<file path="src/rtl/dbus_uart_tx_pkg.sv">
// Shared definitions for the bus-mapped UART transmitter: register map,
// STATUS/CTRL bit positions and transmit FSM state encoding.
package dbus_uart_tx_pkg;

    localparam logic [3:0] REG_DATA   = 4'd0;
    localparam logic [3:0] REG_STATUS = 4'd1;
    localparam logic [3:0] REG_CTRL   = 4'd2;

    localparam int ST_FULL_BIT  = 0;
    localparam int ST_EMPTY_BIT = 1;
    localparam int ST_BUSY_BIT  = 2;
    localparam int ST_OVF_BIT   = 3;
    localparam int ST_COUNT_LSB = 4;

    localparam int CTRL_IRQ_EN_BIT  = 0;
    localparam int CTRL_OVF_CLR_BIT = 1;

    localparam logic [1:0] S_IDLE  = 2'd0;
    localparam logic [1:0] S_START = 2'd1;
    localparam logic [1:0] S_DATA  = 2'd2;
    localparam logic [1:0] S_STOP  = 2'd3;

endpackage

</file>
<file path="src/rtl/dbus_uart_tx_fifo.sv">
// Small synchronous FIFO with first-word-fall-through head output; a push
// while full is accepted only when a pop happens on the same edge.
module sync_fifo #(
    parameter int WIDTH = 8,
    parameter int DEPTH = 8
) (
    input  logic                     clk,
    input  logic                     rst,
    input  logic                     i_push,
    input  logic [WIDTH-1:0]         i_din,
    input  logic                     i_pop,
    output logic [WIDTH-1:0]         o_dout,
    output logic                     o_full,
    output logic                     o_empty,
    output logic [$clog2(DEPTH):0]   o_count
);

    localparam int PTR_W = $clog2(DEPTH);
    localparam int CNT_W = PTR_W + 1;

    logic [WIDTH-1:0] r_mem [DEPTH];
    logic [PTR_W-1:0] r_wr_ptr;
    logic [PTR_W-1:0] r_rd_ptr;
    logic [CNT_W-1:0] r_count;
    logic             w_do_push;
    logic             w_do_pop;

    assign o_full    = (r_count == CNT_W'(DEPTH));
    assign o_empty   = (r_count == '0);
    assign o_count   = r_count;
    assign w_do_pop  = i_pop & ~o_empty;
    assign w_do_push = i_push & (~o_full | w_do_pop);

    // Head is read combinationally so the consumer can pop and use it on one edge.
    assign o_dout = r_mem[r_rd_ptr];

    always_ff @(posedge clk) begin
        if (w_do_push) begin
            r_mem[r_wr_ptr] <= i_din;
        end
    end

    always_ff @(posedge clk) begin
        if (rst) begin
            r_wr_ptr <= '0;
            r_rd_ptr <= '0;
            r_count  <= '0;
        end else begin
            if (w_do_push) begin
                r_wr_ptr <= r_wr_ptr + PTR_W'(1);
            end
            if (w_do_pop) begin
                r_rd_ptr <= r_rd_ptr + PTR_W'(1);
            end
            case ({w_do_push, w_do_pop})
                2'b10:   r_count <= r_count + CNT_W'(1);
                2'b01:   r_count <= r_count - CNT_W'(1);
                default: r_count <= r_count;
            endcase
        end
    end

endmodule

</file>
<file path="src/rtl/dbus_uart_tx.sv">
// Data-bus mapped UART transmitter: DATA/STATUS/CTRL registers, a transmit
// FIFO and an 8N1 serializer with a level interrupt on drained-and-idle.
module dbus_uart_tx
    import dbus_uart_tx_pkg::*;
#(
    parameter logic [15:0] BASE_ADDR    = 16'hF000,
    parameter int          CLKS_PER_BIT = 139,
    parameter int          FIFO_DEPTH   = 8
) (
    input  logic        clk,
    input  logic        rst,
    input  logic [15:0] dbus_addr,
    input  logic [31:0] dbus_write,
    input  logic        dbus_wen,
    output logic [31:0] dbus_read,
    output logic        tx,
    output logic        irq
);

    localparam int CNT_W   = $clog2(FIFO_DEPTH) + 1;
    localparam int TIMER_W = (CLKS_PER_BIT > 1) ? $clog2(CLKS_PER_BIT) : 1;
    localparam logic [TIMER_W-1:0] TIMER_LOAD = TIMER_W'(CLKS_PER_BIT - 1);

    logic [1:0]         r_state;
    logic [TIMER_W-1:0] r_timer;
    logic [2:0]         r_bit_idx;
    logic [7:0]         r_shift;
    logic               r_tx;
    logic               r_irq;
    logic               r_irq_en;
    logic               r_overflow;
    logic [31:0]        r_dbus_read;

    logic [15:0]        w_offset;
    logic               w_sel;
    logic [3:0]         w_reg;
    logic               w_push;
    logic               w_ctrl_wr;
    logic               w_pop;
    logic               w_busy;
    logic               w_full;
    logic               w_empty;
    logic [CNT_W-1:0]   w_count;
    logic [4:0]         w_count_ext;
    logic [7:0]         w_fifo_dout;
    logic [31:0]        w_status;
    logic [31:0]        w_rd_data;
    logic               w_unused;

    // Subtracting the base makes the window check independent of base alignment.
    assign w_offset    = dbus_addr - BASE_ADDR;
    assign w_sel       = (w_offset[15:4] == 12'd0);
    assign w_reg       = w_offset[3:0];
    assign w_push      = ~rst & dbus_wen & w_sel & (w_reg == REG_DATA);
    assign w_ctrl_wr   = ~rst & dbus_wen & w_sel & (w_reg == REG_CTRL);
    assign w_busy      = (r_state != S_IDLE);
    assign w_pop       = ~rst & ~w_empty &
                         ((r_state == S_IDLE) | ((r_state == S_STOP) & (r_timer == '0)));
    assign w_count_ext = 5'(w_count);
    assign w_unused    = ^{dbus_write[31:8], w_count_ext[4]};

    sync_fifo #(
        .WIDTH (8),
        .DEPTH (FIFO_DEPTH)
    ) u_fifo (
        .clk     (clk),
        .rst     (rst),
        .i_push  (w_push),
        .i_din   (dbus_write[7:0]),
        .i_pop   (w_pop),
        .o_dout  (w_fifo_dout),
        .o_full  (w_full),
        .o_empty (w_empty),
        .o_count (w_count)
    );

    always_comb begin
        w_status                           = '0;
        w_status[ST_FULL_BIT]              = w_full;
        w_status[ST_EMPTY_BIT]             = w_empty;
        w_status[ST_BUSY_BIT]              = w_busy;
        w_status[ST_OVF_BIT]               = r_overflow;
        w_status[ST_COUNT_LSB +: 4]        = w_count_ext[3:0];
    end

    always_comb begin
        w_rd_data = '0;
        if (w_sel) begin
            case (w_reg)
                REG_STATUS: w_rd_data = w_status;
                REG_CTRL:   w_rd_data[CTRL_IRQ_EN_BIT] = r_irq_en;
                default:    w_rd_data = '0;
            endcase
        end
    end

    always_ff @(posedge clk) begin
        if (rst) begin
            r_dbus_read <= '0;
            r_irq_en    <= 1'b0;
            r_overflow  <= 1'b0;
            r_irq       <= 1'b0;
        end else begin
            r_dbus_read <= w_rd_data;
            r_irq       <= r_irq_en & w_empty & ~w_busy;
            if (w_ctrl_wr) begin
                r_irq_en <= dbus_write[CTRL_IRQ_EN_BIT];
            end
            if (w_ctrl_wr & dbus_write[CTRL_OVF_CLR_BIT]) begin
                r_overflow <= 1'b0;
            end else if (w_push & w_full & ~w_pop) begin
                r_overflow <= 1'b1;
            end
        end
    end

    always_ff @(posedge clk) begin
        if (rst) begin
            r_state   <= S_IDLE;
            r_tx      <= 1'b1;
            r_timer   <= '0;
            r_bit_idx <= 3'd0;
            r_shift   <= 8'd0;
        end else begin
            case (r_state)
                S_IDLE: begin
                    if (w_pop) begin
                        r_shift <= w_fifo_dout;
                        r_tx    <= 1'b0;
                        r_timer <= TIMER_LOAD;
                        r_state <= S_START;
                    end
                end
                S_START: begin
                    if (r_timer == '0) begin
                        r_tx    <= r_shift[0];
                        r_shift <= {1'b0, r_shift[7:1]};
                        r_timer <= TIMER_LOAD;
                        r_state <= S_DATA;
                    end else begin
                        r_timer <= r_timer - TIMER_W'(1);
                    end
                end
                S_DATA: begin
                    if (r_timer == '0) begin
                        r_timer <= TIMER_LOAD;
                        if (r_bit_idx == 3'd7) begin
                            r_bit_idx <= 3'd0;
                            r_tx      <= 1'b1;
                            r_state   <= S_STOP;
                        end else begin
                            r_bit_idx <= r_bit_idx + 3'd1;
                            r_tx      <= r_shift[0];
                            r_shift   <= {1'b0, r_shift[7:1]};
                        end
                    end else begin
                        r_timer <= r_timer - TIMER_W'(1);
                    end
                end
                S_STOP: begin
                    if (r_timer == '0) begin
                        // Chain straight into the next start bit when more data is queued.
                        if (w_pop) begin
                            r_shift <= w_fifo_dout;
                            r_tx    <= 1'b0;
                            r_timer <= TIMER_LOAD;
                            r_state <= S_START;
                        end else begin
                            r_state <= S_IDLE;
                        end
                    end else begin
                        r_timer <= r_timer - TIMER_W'(1);
                    end
                end
                default: begin
                    r_state <= S_IDLE;
                    r_tx    <= 1'b1;
                end
            endcase
        end
    end

    assign dbus_read = r_dbus_read;
    assign tx        = r_tx;
    assign irq       = r_irq;

endmodule

</file>
<file path="config.mk">
export PLATFORM = sky130hd
export DESIGN_NAME = dbus_uart_tx
export DESIGN_NICKNAME = d
export VERILOG_FILES = /design/src/rtl/dbus_uart_tx_pkg.sv /design/src/rtl/dbus_uart_tx_fifo.sv /design/src/rtl/dbus_uart_tx.sv
export SDC_FILE = /design/constraint.sdc
export NUM_CORES = 1
export LEC_CHECK = 0
export ABC_AREA = 1
export BUFFER_PORTS_ARGS = -buffer_cell sky130_fd_sc_hd__buf_2
export CAP_MARGIN = 10
export CORE_MARGIN = 8
export CORE_UTILIZATION = 43
export CTS_BUF_LIST = sky130_fd_sc_hd__clkbuf_16
export DETAILED_ROUTE_END_ITERATION = 8
export PLACE_DENSITY = 0.67
export SETUP_SLACK_MARGIN = 0.3
export SYNTH_ARGS = -nofsm -noshare
export SYNTH_HDL_FRONTEND = slang
export SYNTH_HIERARCHICAL = 1
export SYNTH_SLANG_ARGS = --single-unit
</file>
<file path="constraint.sdc">
create_clock -name clk -period 7.4 [get_ports clk]
set_clock_uncertainty 0.15 [all_clocks]
set_input_delay 0.37 -clock clk [delete_from_list [all_inputs] [get_ports clk]]
set_output_delay 0.37 -clock clk [all_outputs]
set_load 0.1 [all_outputs]
</file>
==> summary.md, run 1 <==
| Metric | Value |
|---|---|
| Synth Area in Compound Gates | `8.62%` |
| Pre-CTS setup slack | `4.28 ns` |
| Die ar. | `16,100 um^2` |
| First-pass GRT wire length | `17,300 um` |
| Initial antenna violation count | `0` |
| Chip height | `127 um` |
| Leak pwr | `2.34 nW` |
| RD Place Congestion | `0.841` |
| Number of gates resized after cts | `0` |
| Fill count | `around 1,100` |
| Register area share after synthesis | `54.0%` |
| Final Hold Fails | `0` |
| Tightest Pin Transition | `approximately 1.1 ns` |
| Post-DR wirelength/cell | `approximately 14 um` |
| Crit Path Max Fanout | `11` |
| Clock Latency Late Sink | `0.35 ns` |
| Total grt overflow | `0` |
| Row cnt | `40` |
| Antenna viol nets, final | `0` |
| Sw power | `0.545 mW` |
| CTS tree | `done` |
| CTS buffer count | `9` |
| Max_cap viols | `0` |
| Post-layout min period | `3.14 ns` |
| Initial Util | `43.9%` |
| Final WS setup | `4.26 ns` |
| Commonest non-fill, non-tap cell in the layout | `nand2_1` |
| Capturing point of the worst reg2reg path | `u_fifo/r_mem[2][3]$_DFFE_PP_` |
| Hold path depth | `1` |
| Die width | `127 um` |
| Post-DP HPWL | `7240 um` |
| CP required | `7.22 ns` |
| Final period util | `42.5%` |
| Setup TNS | `0 ns` |
| Sw Ratio | `34.1%` |
| Gr usage total | `13.7%` |
| Post-Syn Area | `5270 um^2` |
| Hold path startpoint | `dbus_write[2]` |
| VDD IR max | `167 uV` |
| Critical Path AT | `2.97 ns` |
| Headroom to the max-slew limit | `about 28%` |
| FMAX | `318 MHz` |
| Synth Area in Adders | `approximately 3.5%` |
| Syn_area_per_cell | `9.46 um^2` |
| Max-slew violation count | `0` |
| Final Setup Violations | `0` |
| Worst hold endpoint | `u_fifo/r_mem[4][2]$_DFFE_PP_` |
| Core Box Area | `between 10,000 and 15,000 um^2` |
| DR iter-0 viols | `182` |
| Area occupied by multi-input gates | `roughly 2000 um^2` |
| Htree depth | `3` |
| Post CTS Setup Buffer Count | `0` |
| Part of the power in combinational logic | `26.7%` |
| WS Path Type | `reg2reg` |
| Aggregate routed wire length | `10,600 um` |
| Sink Count | `110` |
| Hold-fix buffers, CTS | `0` |
| DRC | `0` |
| Reg power frac | `43.6%` |
| Setup repair after global routing missed its margin | `no` |
| Vias in the first global route | `3,691` |
| Synth Register Bits | `110` |
| Netlist cell types | `41` |
| Vias per cell | `4.96` |
| Share of layout cells above drive strength 1 | `15.3%` |
| XOR/XNOR share of the synthesized area | `0.499%` |
| Number of port buffers | `36` |
| Area growth from synthesis to layout | `9.07%` |
| Run status | `complete, no violations` |
| Total Power | `around 1.6 mW` |
| Simple-gate area share of the yosys netlist | `approximately 20%` |
| Hold WS | `0.135 ns` |
| Nets@finish | `~650` |
| Most frequent cells in the layout | `nand2_1, nor2_1, edfxtp_1, inv_1, dfxtp_1` |
| I/O pin cnt | `85` |
| R2r setup slk | `4.26 ns` |
| Ys Warns | `6` |
| PwrDens | `approximately 280 nW/um^2` |
| Hold crit path type | `in2reg` |
| # diodes | `0` |
| Internal power | `1.05 mW` |
| Largest net degree at the start of global routing | `34` |
| Post-synthesis mux area share | `3.04%` |
| Clk root buf | `clkbuf_16` |
| DRT Pass-1 Iters | `4` |
| Combinational family with the most area after synthesis | `simple AND/OR/NAND/NOR gates` |
| RR Startpoint | `r_state[0]$_SDFFE_PP0P_` |
| Clock slew at reported path FFs | `~0.070 ns` |
| Clk network pwr share | `29.7%` |
| CP startpoint kind | `flip-flop` |
| Endpoint type of the worst setup path | `flip-flop` |
| Total area of sequential cells | `2840 um^2` |
| Clock Tree Buf Depth | `2` |
| Worst reg2reg path depth | `11` |
| Via count | `around 3,700` |
| Gate Count Post-Synth | `557` |
## kinds of logic (layout without fill, tap and decap cells)
logic type / after synthesis / after routing
adders and majority gates: 14 / 14
muxes: 16 / 16
and+or+nand+nor: 230 / 230
xor gates and xnor gates: 3 / 3
AOI/OAI and AO/OA: 83 / 83
buffers and inverters: 100 / 114
other: 1 / 24
DFF: 110 / 110
## state kept, by name, summed over array words and instances, names as in the netlist, named ones only
name,flops
u_fifo/o_count,4
u_fifo/r_rd_ptr,3
dbus_read,8
r_bit_idx,3
r_irq_en,1
r_timer,8
r_overflow,1
irq,1
r_state,2
r_shift,8
u_fifo/r_mem,64
tx,1
u_fifo/r_wr_ptr,3
## stage by stage
stage               util [%]  area (um^2)  std cells
floorplan                  -         5360        580
global placement        45.3         5440        725
detailed placement      45.3         5440        725
CTS                     47.8         5750        741
global route            47.8         5750        741
finish                  47.8         5750        741
## routing by layer
| metal | up-vias | track usage, % | part of all wire (%) |
|---|---|---|---|
| li1 | 1866 | - | - |
| met1 | 1719 | 15.3 | 43 |
| met2 | 83 | 23.3 | 48 |
| met3 | 11 | 4.69 | 6.8 |
| met4 | 0 | 5.67 | 1.8 |
| met5 | - | 0 | 0 |
## power groups by stage
stage	clock network [mW]	logic, mW	registers, mW
final	0.475	0.426	0.698
after global routing	0.515	0.480	0.702
after CTS	0.490	0.430	0.698
after detailed placement	0	0.426	0.712
after global placement	0	0.416	0.711
after floorplan	0	0.365	0.719
## worst max path at each step
| stage | cells past startpoint | endpoint | slack (ns) | start |
|---|---|---|---|---|
| 4_1_cts | 11 | u_fifo/r_mem[2][3]$_DFFE_PP_ | 4.27 | r_state[0]$_SDFFE_PP0P_ |
| 3_5_place_dp | 11 | u_fifo/r_mem[2][3]$_DFFE_PP_ | 4.28 | r_state[0]$_SDFFE_PP0P_ |
| 5_1_grt | 11 | u_fifo/r_mem[4][4]$_DFFE_PP_ | 4.04 | r_state[0]$_SDFFE_PP0P_ |
| 2_1_floorplan | 12 | u_fifo/r_mem[5][0]$_DFFE_PP_ | 4.87 | r_state[0]$_SDFFE_PP0P_ |
| 3_3_place_gp | 11 | u_fifo/r_mem[5][3]$_DFFE_PP_ | 4.33 | r_state[0]$_SDFFE_PP0P_ |
| 6_report | 11 | u_fifo/r_mem[2][3]$_DFFE_PP_ | 4.26 | r_state[0]$_SDFFE_PP0P_ |
## synthesized netlist by cell type (all sizes together)
cell type,instances,area (um^2)
edfxtp,64,1920
o2111ai,1,8.76
or2,1,6.26
nor4,1,6.26
a21oi,24,128
o211ai,1,7.51
clkinv,1,3.75
xor2,3,26.3
nand4,4,25.0
nand3b,1,7.51
o22ai,17,106
nand3,29,173
o21ai,38,190
buf,35,268
mux2i,16,160
inv,60,233
nand2,102,450
nor2,88,387
fa,1,20.0
a31oi,1,6.26
clkbuf,4,15.0
conb,1,3.75
dfxtp,46,921
nor3,4,25.0
a211oi,1,7.51
ha,13,163
## final cells by class
class / count / share of cell area [%]
Clock buffer: 10 / 4.35
Clock inverter: 6 / 0.914
Tap cell: 147 / 3.20
Timing Repair Buffer: 37 / 3.27
Multi-Input combinational cell: 370 / 34.7
Inverter: 61 / 4.11
Sequential cell: 110 / 49.5
## critical path, cell delays in order (launching register included)
cell	delay [ns]
dfxtp_1	0.40
ha_1	0.38
nand3_2	0.15
nand2_2	0.09
nand2_2	0.16
inv_1	0.20
inv_1	0.06
nand4_1	0.10
nand2_2	0.09
inv_2	0.08
nand2_1	0.11
nor2_1	0.79
Note: power is estimated with default switching activity, not from simulation.
==> run 2: changes to the inputs <==
- PLACE_DENSITY: 0.67 -> 0.7
- clock period: 7.4 -> 2.72 ns (I/O delays scaled with it)
==> run 2 against run 1 <==
Clock-buffer cell count shrank 1. Sequential share of layout area shrank 2.2 points. Non-clock buffer count grew 26. Critical path depth grew 4. Total power grew to 2.7 times the previous value. Core utilization grew 2.2 points. Combinational power grew to 2.8 times the previous value. Via count grew 5.4%. Register-to-register slack lost 3.8 ns. Die area is the same. First-iteration DRC count grew 54%. Worst hold slack lost 0.095 ns. Critical path type unchanged. Critical endpoint is now u_fifo/r_mem[3][5]$_DFFE_PP_.
==> summary.md, run 2 (synthesis results as in run 1) <==
| Metric | Value |
|---|---|
| Run status | `complete, no violations (unchanged)` |
| Worst reg2reg path depth | `15 (was 11)` |
| Hold crit path type | `in2reg (unchanged)` |
| Aggregate routed wire length | `10,700 um (was 10,600 um)` |
| Clock Tree Buf Depth | `2 (unchanged)` |
| # diodes | `0 (unchanged)` |
| Hold WS | `0.0400 ns (was 0.135 ns)` |
| Initial Util | `43.9% (unchanged)` |
| Commonest non-fill, non-tap cell in the layout | `nand2_1 (unchanged)` |
| Max-slew violation count | `0 (unchanged)` |
| Max_cap viols | `0 (unchanged)` |
| Sink Count | `110 (unchanged)` |
| CP Cell Sequence | `inv_1 > ha_1 > nand2_2 > nor2_4 > nand3_2 > nand2_2 > nand2_2 > inv_4 > inv_1 > nand4_1 > nand2_2 > nor2_1 > inv_2 > nor2_1 > buf_6 (was ha_1 > nand3_2 > nand2_2 > nand2_2 > inv_1 > inv_1 > nand4_1 > nand2_2 > inv_2 > nand2_1 > nor2_1)` |
| Total area of sequential cells | `2840 um^2 (about the same)` |
| Largest stage delay, worst path | `0.32 ns (was 0.79 ns)` |
| Hold path startpoint | `rst (was dbus_write[2])` |
| CP required | `2.64 ns (was 7.22 ns)` |
| Clk root buf | `clkbuf_16 (unchanged)` |
| Chip height | `127 um (unchanged)` |
| Crit Path Max Fanout | `8 (was 11)` |
| R2r setup slk | `0.43 ns (was 4.26 ns)` |
| Final Setup Violations | `0 (unchanged)` |
| DRT Pass-1 Iters | `5 (was 4)` |
| Max reg flops | `64 (unchanged)` |
| CTS buffer count | `9 (unchanged)` |
| Initial antenna violation count | `0 (unchanged)` |
| Area growth from synthesis to layout | `14.1% (was 9.07%)` |
| First-pass GRT wire length | `17,800 um (was 17,300 um)` |
| Post-layout min period | `2.29 ns (was 3.14 ns)` |
| Nets@finish | `680 (was 654)` |
| Cell mode on critical path | `nand2_2 (unchanged)` |
| Via count | `3,876 (was 3,679)` |
| VDD IR max | `445 uV (was 167 uV)` |
| WS Path Type | `reg2reg (unchanged)` |
| Most flops, register | `u_fifo/r_mem (unchanged)` |
| CP startpoint kind | `flip-flop (unchanged)` |
| Fill count | `1,066 (was 1,109)` |
| Final period util | `84.3% (was 42.5%)` |
| Antenna viol nets, final | `0 (unchanged)` |
| Slowest-stage cell, CP | `dfxtp_1 (was nor2_1)` |
| Leak pwr | `2.45 nW (was 2.34 nW)` |
| Largest net degree at the start of global routing | `34 (unchanged)` |
| DRC | `0 (unchanged)` |
| Setup TNS | `0 ns (unchanged)` |
| Clock Latency Late Sink | `0.36 ns (was 0.35 ns)` |
| Total grt overflow | `0 (unchanged)` |
| Critical Path AT | `2.21 ns (was 2.97 ns)` |
| Die width | `127 um (unchanged)` |
| Hold path depth | `3 (was 1)` |
| Area occupied by multi-input gates | `2040 um^2 (was 1990 um^2)` |
| Number of port buffers | `36 (unchanged)` |
| Vias in the first global route | `3,854 (was 3,691)` |
| FMAX | `436 MHz (was 318 MHz)` |
| Clock slew at reported path FFs | `0.07 ns (about the same)` |
| Capturing point of the worst reg2reg path | `u_fifo/r_mem[3][5]$_DFFE_PP_ (was u_fifo/r_mem[2][3]$_DFFE_PP_)` |
| Post-DR wirelength/cell | `13.9 um (was 14.3 um)` |
| RR Startpoint | `r_timer[0]$_SDFF_PP0_ (was r_state[0]$_SDFFE_PP0P_)` |
| RD Place Congestion | `0.817 (was 0.841)` |
| Setup repair after global routing missed its margin | `yes (was no)` |
| Gr usage total | `13.8% (was 13.7%)` |
| Post-DP HPWL | `7340 um (was 7240 um)` |
| Worst hold endpoint | `u_fifo/o_count[0]$_SDFFE_PP0P_ (was u_fifo/r_mem[4][2]$_DFFE_PP_)` |
| Endpoint type of the worst setup path | `flip-flop (unchanged)` |
| CTS tree | `done (unchanged)` |
| Die ar. | `16,100 um^2 (unchanged)` |
| Final Hold Fails | `0 (unchanged)` |
| Vias per cell | `5.05 (was 4.96)` |
| Htree depth | `3 (unchanged)` |
| Most frequent cells in the layout | `nand2_1, nor2_1, edfxtp_1, inv_1, dfxtp_1 (unchanged)` |
| I/O pin cnt | `85 (unchanged)` |
| Share of layout cells above drive strength 1 | `19.5% (was 15.3%)` |
| Row cnt | `40 (unchanged)` |
| Core Box Area | `12,000 um^2 (unchanged)` |
| DR iter-0 viols | `281 (was 182)` |
| Worst setup path start | `r_timer[0]$_SDFF_PP0_ (was r_state[0]$_SDFFE_PP0P_)` |
| PwrDens | `731 nW/um^2 (was 278 nW/um^2)` |
==> run 2: changes by cell type in the layout (fill, tap and decap cells not counted), sizes merged <==
cell | previous run | this run
buf | 37 | 55
clkbuf | 10 | 9
clkinv | 4 | 2
dlygate4sd3 | 0 | 8
inv | 63 | 66
==> run 2: worst max path at each step <==
stage                                     endpoint  slack (ns)  cells past startpoint
floorplan             u_fifo/r_mem[5][0]$_DFFE_PP_        0.24                     15
global placement    u_fifo/o_count[3]$_SDFFE_PP0P_        0.33                     16
detailed placement  u_fifo/o_count[3]$_SDFFE_PP0P_        0.24                     16
CTS                 u_fifo/o_count[3]$_SDFFE_PP0P_        0.30                     17
global route        u_fifo/o_count[3]$_SDFFE_PP0P_        0.28                     17
finish                u_fifo/r_mem[3][5]$_DFFE_PP_        0.43                     15
==> run 2: power by group <==
group          internal (mW)  leakage [nW]  switching [mW]
combinational          0.342          1.35           0.851
clock                  0.650         0.145           0.650
sequential              1.84         0.948          0.0578
==> run 2: cell type report <==
type / count / share of cell area (%)
flip-flops and latches: 110 / 47.3
clock inverters: 7 / 1.10
repair buffers: 63 / 6.89
inverters: 61 / 4.02
multi-input cells: 370 / 33.9
clock buffers: 9 / 3.75
well taps: 147 / 3.06
==> run 2: worst max-delay path: cells and delay by family, from the launching register on <==
family	cells	cell delay, ns
fa+ha+maj	1	0.17
buf+inv	5	0.48
flops	1	0.32
simple gates	9	0.90
==> run 2: stage by stage <==
| stage | worst slack [ns] | cells | cell area, um^2 | total power [mW] | utilization, % |
|---|---|---|---|---|---|
| after floorplan | 0.236 | 580 | 5370 | 2.95 | - |
| after global placement | 0.330 | 740 | 5570 | 3.07 | 46.3 |
| after detailed placement | 0.244 | 740 | 5570 | 3.11 | 46.3 |
| after CTS | 0.297 | 764 | 5950 | 4.42 | 49.5 |
| after global routing | 0.281 | 767 | 6010 | 4.65 | 50.1 |
| final | 0.427 | 767 | 6010 | 4.40 | 50.1 |
==> run 2: layer usage <==
layer  part of all wire (%)  wire (um)  vias to the layer above  GRT usage (%)
li1                       -          -                     1925              -
met1                     43       4630                     1802           16.0
met2                     48       5150                      134           23.8
met3                    6.7        718                       15           4.11
met4                    1.8        189                        0           5.11
met5                      0          0                        -              0
==> run 2: what timing repair did <==
action                                  CTS  global route
pin swaps                                 0             2
hold endpoints to repair                 65             0
resized for setup                         3            12
hold buffers                              8             0
endpoints found under the setup margin    7            53
setup buffers                             0             3
cloned                                    0             0
==> run 3: changes to the inputs <==
- clock period: 2.72 -> 1.9 ns (I/O delays scaled with it)
==> run 3 against run 2 <==
The run now ends with negative setup slack left. Worst hold slack got worse by 0.0044 ns. Routed wire length increased by 22%. Non-clock buffer count increased by 52. Cell count increased by 6.9%. Die area unchanged. Core utilization increased by 7.1 points. Clock power increased by 48%. Sequential share of layout area decreased by 5.7 points. Critical path type unchanged. Fmax increased by 6.2%. Via count increased by 9.0%. Register-to-register slack got worse by 0.69 ns. Critical endpoint is now u_fifo/o_count[3]$_SDFFE_PP0P_.
==> summary.md, run 3 (synthesis results as in run 1) <==
| Metric | Value |
|---|---|
| FMAX | `463 MHz (was 436 MHz)` |
| Run status | `finished, violations left (was complete, no violations)` |
| Met3 wire len | `843 um (was 718 um)` |
| Largest stage delay, worst path | `0.33 ns (was 0.32 ns)` |
| Antenna viol nets, final | `0 (unchanged)` |
| Worst hold endpoint | `r_overflow$_SDFFE_PP0P_ (was u_fifo/o_count[0]$_SDFFE_PP0P_)` |
| Via count | `4,225 (was 3,876)` |
| Wire length on met1 | `5260 um (was 4630 um)` |
| Most frequent cells in the layout | `nand2_1, edfxtp_1, nor2_1, buf_4, inv_1 (was nand2_1, nor2_1, edfxtp_1, inv_1, dfxtp_1)` |
| Core Box Area | `12,000 um^2 (unchanged)` |
| Max reg flops | `64 (unchanged)` |
| Aggregate routed wire length | `13,000 um (was 10,700 um)` |
| Violated checks | `negative setup slack` |
| Post-DR wirelength/cell | `15.8 um (was 13.9 um)` |
| Slowest-stage cell, CP | `dfxtp_2 (was dfxtp_1)` |
| CP Cell Sequence | `inv_2 > ha_4 > nand2_4 > nor2_4 > nand3_2 > nand2_4 > nand2_4 > inv_6 > nand3_4 > inv_4 > ha_4 > a21oi_4 > nand3_1 > nand2_2 > nand3_2 > nand2_1 > nor2_1 (was inv_1 > ha_1 > nand2_2 > nor2_4 > nand3_2 > nand2_2 > nand2_2 > inv_4 > inv_1 > nand4_1 > nand2_2 > nor2_1 > inv_2 > nor2_1 > buf_6)` |
| Clock Tree Buf Depth | `2 (unchanged)` |
| Chip height | `127 um (unchanged)` |
| Share of layout cells above drive strength 1 | `34.5% (was 19.5%)` |
| Leak pwr | `2.76 nW (was 2.45 nW)` |
| Vias in the first global route | `4,421 (was 3,854)` |
| DRC | `0 (unchanged)` |
| Vias per cell | `5.15 (was 5.05)` |
| Htree depth | `3 (unchanged)` |
| # diodes | `0 (unchanged)` |
| Top sig layer | `met4 (unchanged)` |
| Total grt overflow | `0 (unchanged)` |
| Worst setup path start | `r_timer[0]$_SDFF_PP0_ (unchanged)` |
| Max_cap viols | `0 (unchanged)` |
| DRT Pass-1 Iters | `5 (unchanged)` |
| Die width | `127 um (unchanged)` |
| Final period util | `114% (was 84.3%)` |
| CTS tree | `done (unchanged)` |
| VDD IR max | `534 uV (was 445 uV)` |
| Area growth from synthesis to layout | `30.3% (was 14.1%)` |
| Cell mode on critical path | `nand2_4 (was nand2_2)` |
| Hold crit path type | `in2reg (unchanged)` |
| Final Setup Violations | `71 (was 0)` |
| RD Place Congestion | `0.844 (was 0.817)` |
| Sink Count | `110 (unchanged)` |
| CP startpoint kind | `flip-flop (unchanged)` |
| Final Hold Fails | `0 (unchanged)` |
| CP required | `2.00 ns (was 2.64 ns)` |
| PwrDens | `1120 nW/um^2 (was 731 nW/um^2)` |
| Nets@finish | `733 (was 680)` |
| Gr usage total | `16.5% (was 13.8%)` |
| WS Path Type | `reg2reg (unchanged)` |
| DR iter-0 viols | `298 (was 281)` |
| Hold WS | `0.0357 ns (was 0.0400 ns)` |
| Post-DP HPWL | `8510 um (was 7340 um)` |
| Initial Util | `43.9% (unchanged)` |
| Final WS setup | `-0.259 ns (was 0.427 ns)` |
| Row cnt | `40 (unchanged)` |
| DP Cell Count | `770 (was 740)` |
| CTS buffer count | `9 (unchanged)` |
| Clock slew at reported path FFs | `0.07 ns (about the same)` |
| Clock Latency Late Sink | `0.35 ns (was 0.36 ns)` |
| R2r setup slk | `-0.26 ns (was 0.43 ns)` |
| Critical Path AT | `2.26 ns (was 2.21 ns)` |
| First-pass GRT wire length | `20,900 um (was 17,800 um)` |
| RR Startpoint | `r_timer[0]$_SDFF_PP0_ (unchanged)` |
| Hold path startpoint | `dbus_addr[0] (was rst)` |
| Pre-CTS setup slack | `-0.355 ns (was 0.244 ns)` |
| Clk root buf | `clkbuf_16 (unchanged)` |
| Endpoint type of the worst setup path | `flip-flop (unchanged)` |
| Hold path depth | `6 (was 3)` |
| Met2 wire length | `6610 um (was 5150 um)` |
| Number of port buffers | `36 (unchanged)` |
| Worst reg2reg path depth | `17 (was 15)` |
| I/O pin cnt | `85 (unchanged)` |
| Post-layout min period | `2.16 ns (was 2.29 ns)` |
| Non-Filler Instances | `820 (was 767)` |
| Commonest non-fill, non-tap cell in the layout | `nand2_1 (unchanged)` |
| Capturing point of the worst reg2reg path | `u_fifo/o_count[3]$_SDFFE_PP0P_ (was u_fifo/r_mem[3][5]$_DFFE_PP_)` |
| Largest net degree at the start of global routing | `34 (unchanged)` |
| Max-slew violation count | `0 (unchanged)` |
| Most flops, register | `u_fifo/r_mem (unchanged)` |
| Setup repair after global routing missed its margin | `yes (unchanged)` |
| Die ar. | `16,100 um^2 (unchanged)` |
| Initial antenna violation count | `0 (unchanged)` |
| Crit Path Max Fanout | `3 (was 8)` |
## run 3: cell count changes in the layout (fill, tap and decap cells not counted), sizes merged
cell and change:
buf +48, bufinv +1, clkinv +3, dlygate4sd3 +4
inv -4, nand2 +1
## run 3: final cells by class
| class | count | area (um^2) |
|---|---|---|
| fillers | 970 | 5150 |
| flip-flops and latches | 110 | 2850 |
| multi-input cells | 371 | 2360 |
| repair buffers | 115 | 897 |
| inverters | 61 | 262 |
| clock buffers | 9 | 225 |
| well taps | 147 | 184 |
| clock inverters | 7 | 82.6 |
## run 3: per-layer routing
layer | up-vias | global-route usage [%]
met2 | 148 | 28.8
met4 | 0 | 7.00
li1 | 2040 | -
met1 | 2016 | 18.5
met5 | - | 0
met3 | 21 | 4.44
## run 3: worst max-delay path by stage
stage / end / slack [ns]
4_1_cts: u_fifo/o_count[3]$_SDFFE_PP0P_ / -0.19
5_1_grt: u_fifo/o_count[2]$_SDFFE_PP0P_ / -0.35
3_3_place_gp: u_fifo/r_mem[3][6]$_DFFE_PP_ / -0.25
2_1_floorplan: u_fifo/r_mem[3][0]$_DFFE_PP_ / -0.30
6_report: u_fifo/o_count[3]$_SDFFE_PP0P_ / -0.26
3_5_place_dp: u_fifo/o_count[3]$_SDFFE_PP0P_ / -0.36
## run 3: what timing repair did
item                       CTS  global route
gates resized for setup     40            46
pin swaps                   28            24
cloned                       1             0
setup buffers               12             9
hold endpoints to repair    68             0
hold buffers                13             0
setup endpoints to repair   96            99
## run 3: power breakdown
part / switching, mW / internal [mW]
registers: 0.0846 / 2.65
clock network: 0.892 / 1.04
logic: 1.73 / 1.27
## run 3: metrics by stage
step	instance area, um^2	utilization [%]	total power [mW]	TNS (ns)
final	6870	57.2	7.67	-14.81
after floorplan	5530	-	4.27	-17.54
after global placement	5980	49.8	4.62	-14.48
after CTS	6660	55.4	7.09	-10.32
after global routing	6870	57.2	8.05	-21.17
after detailed placement	5980	49.8	4.70	-18.33
## run 3: worst max-delay path: cells and delay by family, from the launching register on
| kind | cells | cell delay, ns |
|---|---|---|
| buffers and inverters | 3 | 0.23 |
| adders and majority gates | 2 | 0.35 |
| and+or+nand+nor | 11 | 0.87 |
| AOI/OAI and AO/OA | 1 | 0.13 |
| DFF | 1 | 0.33 |
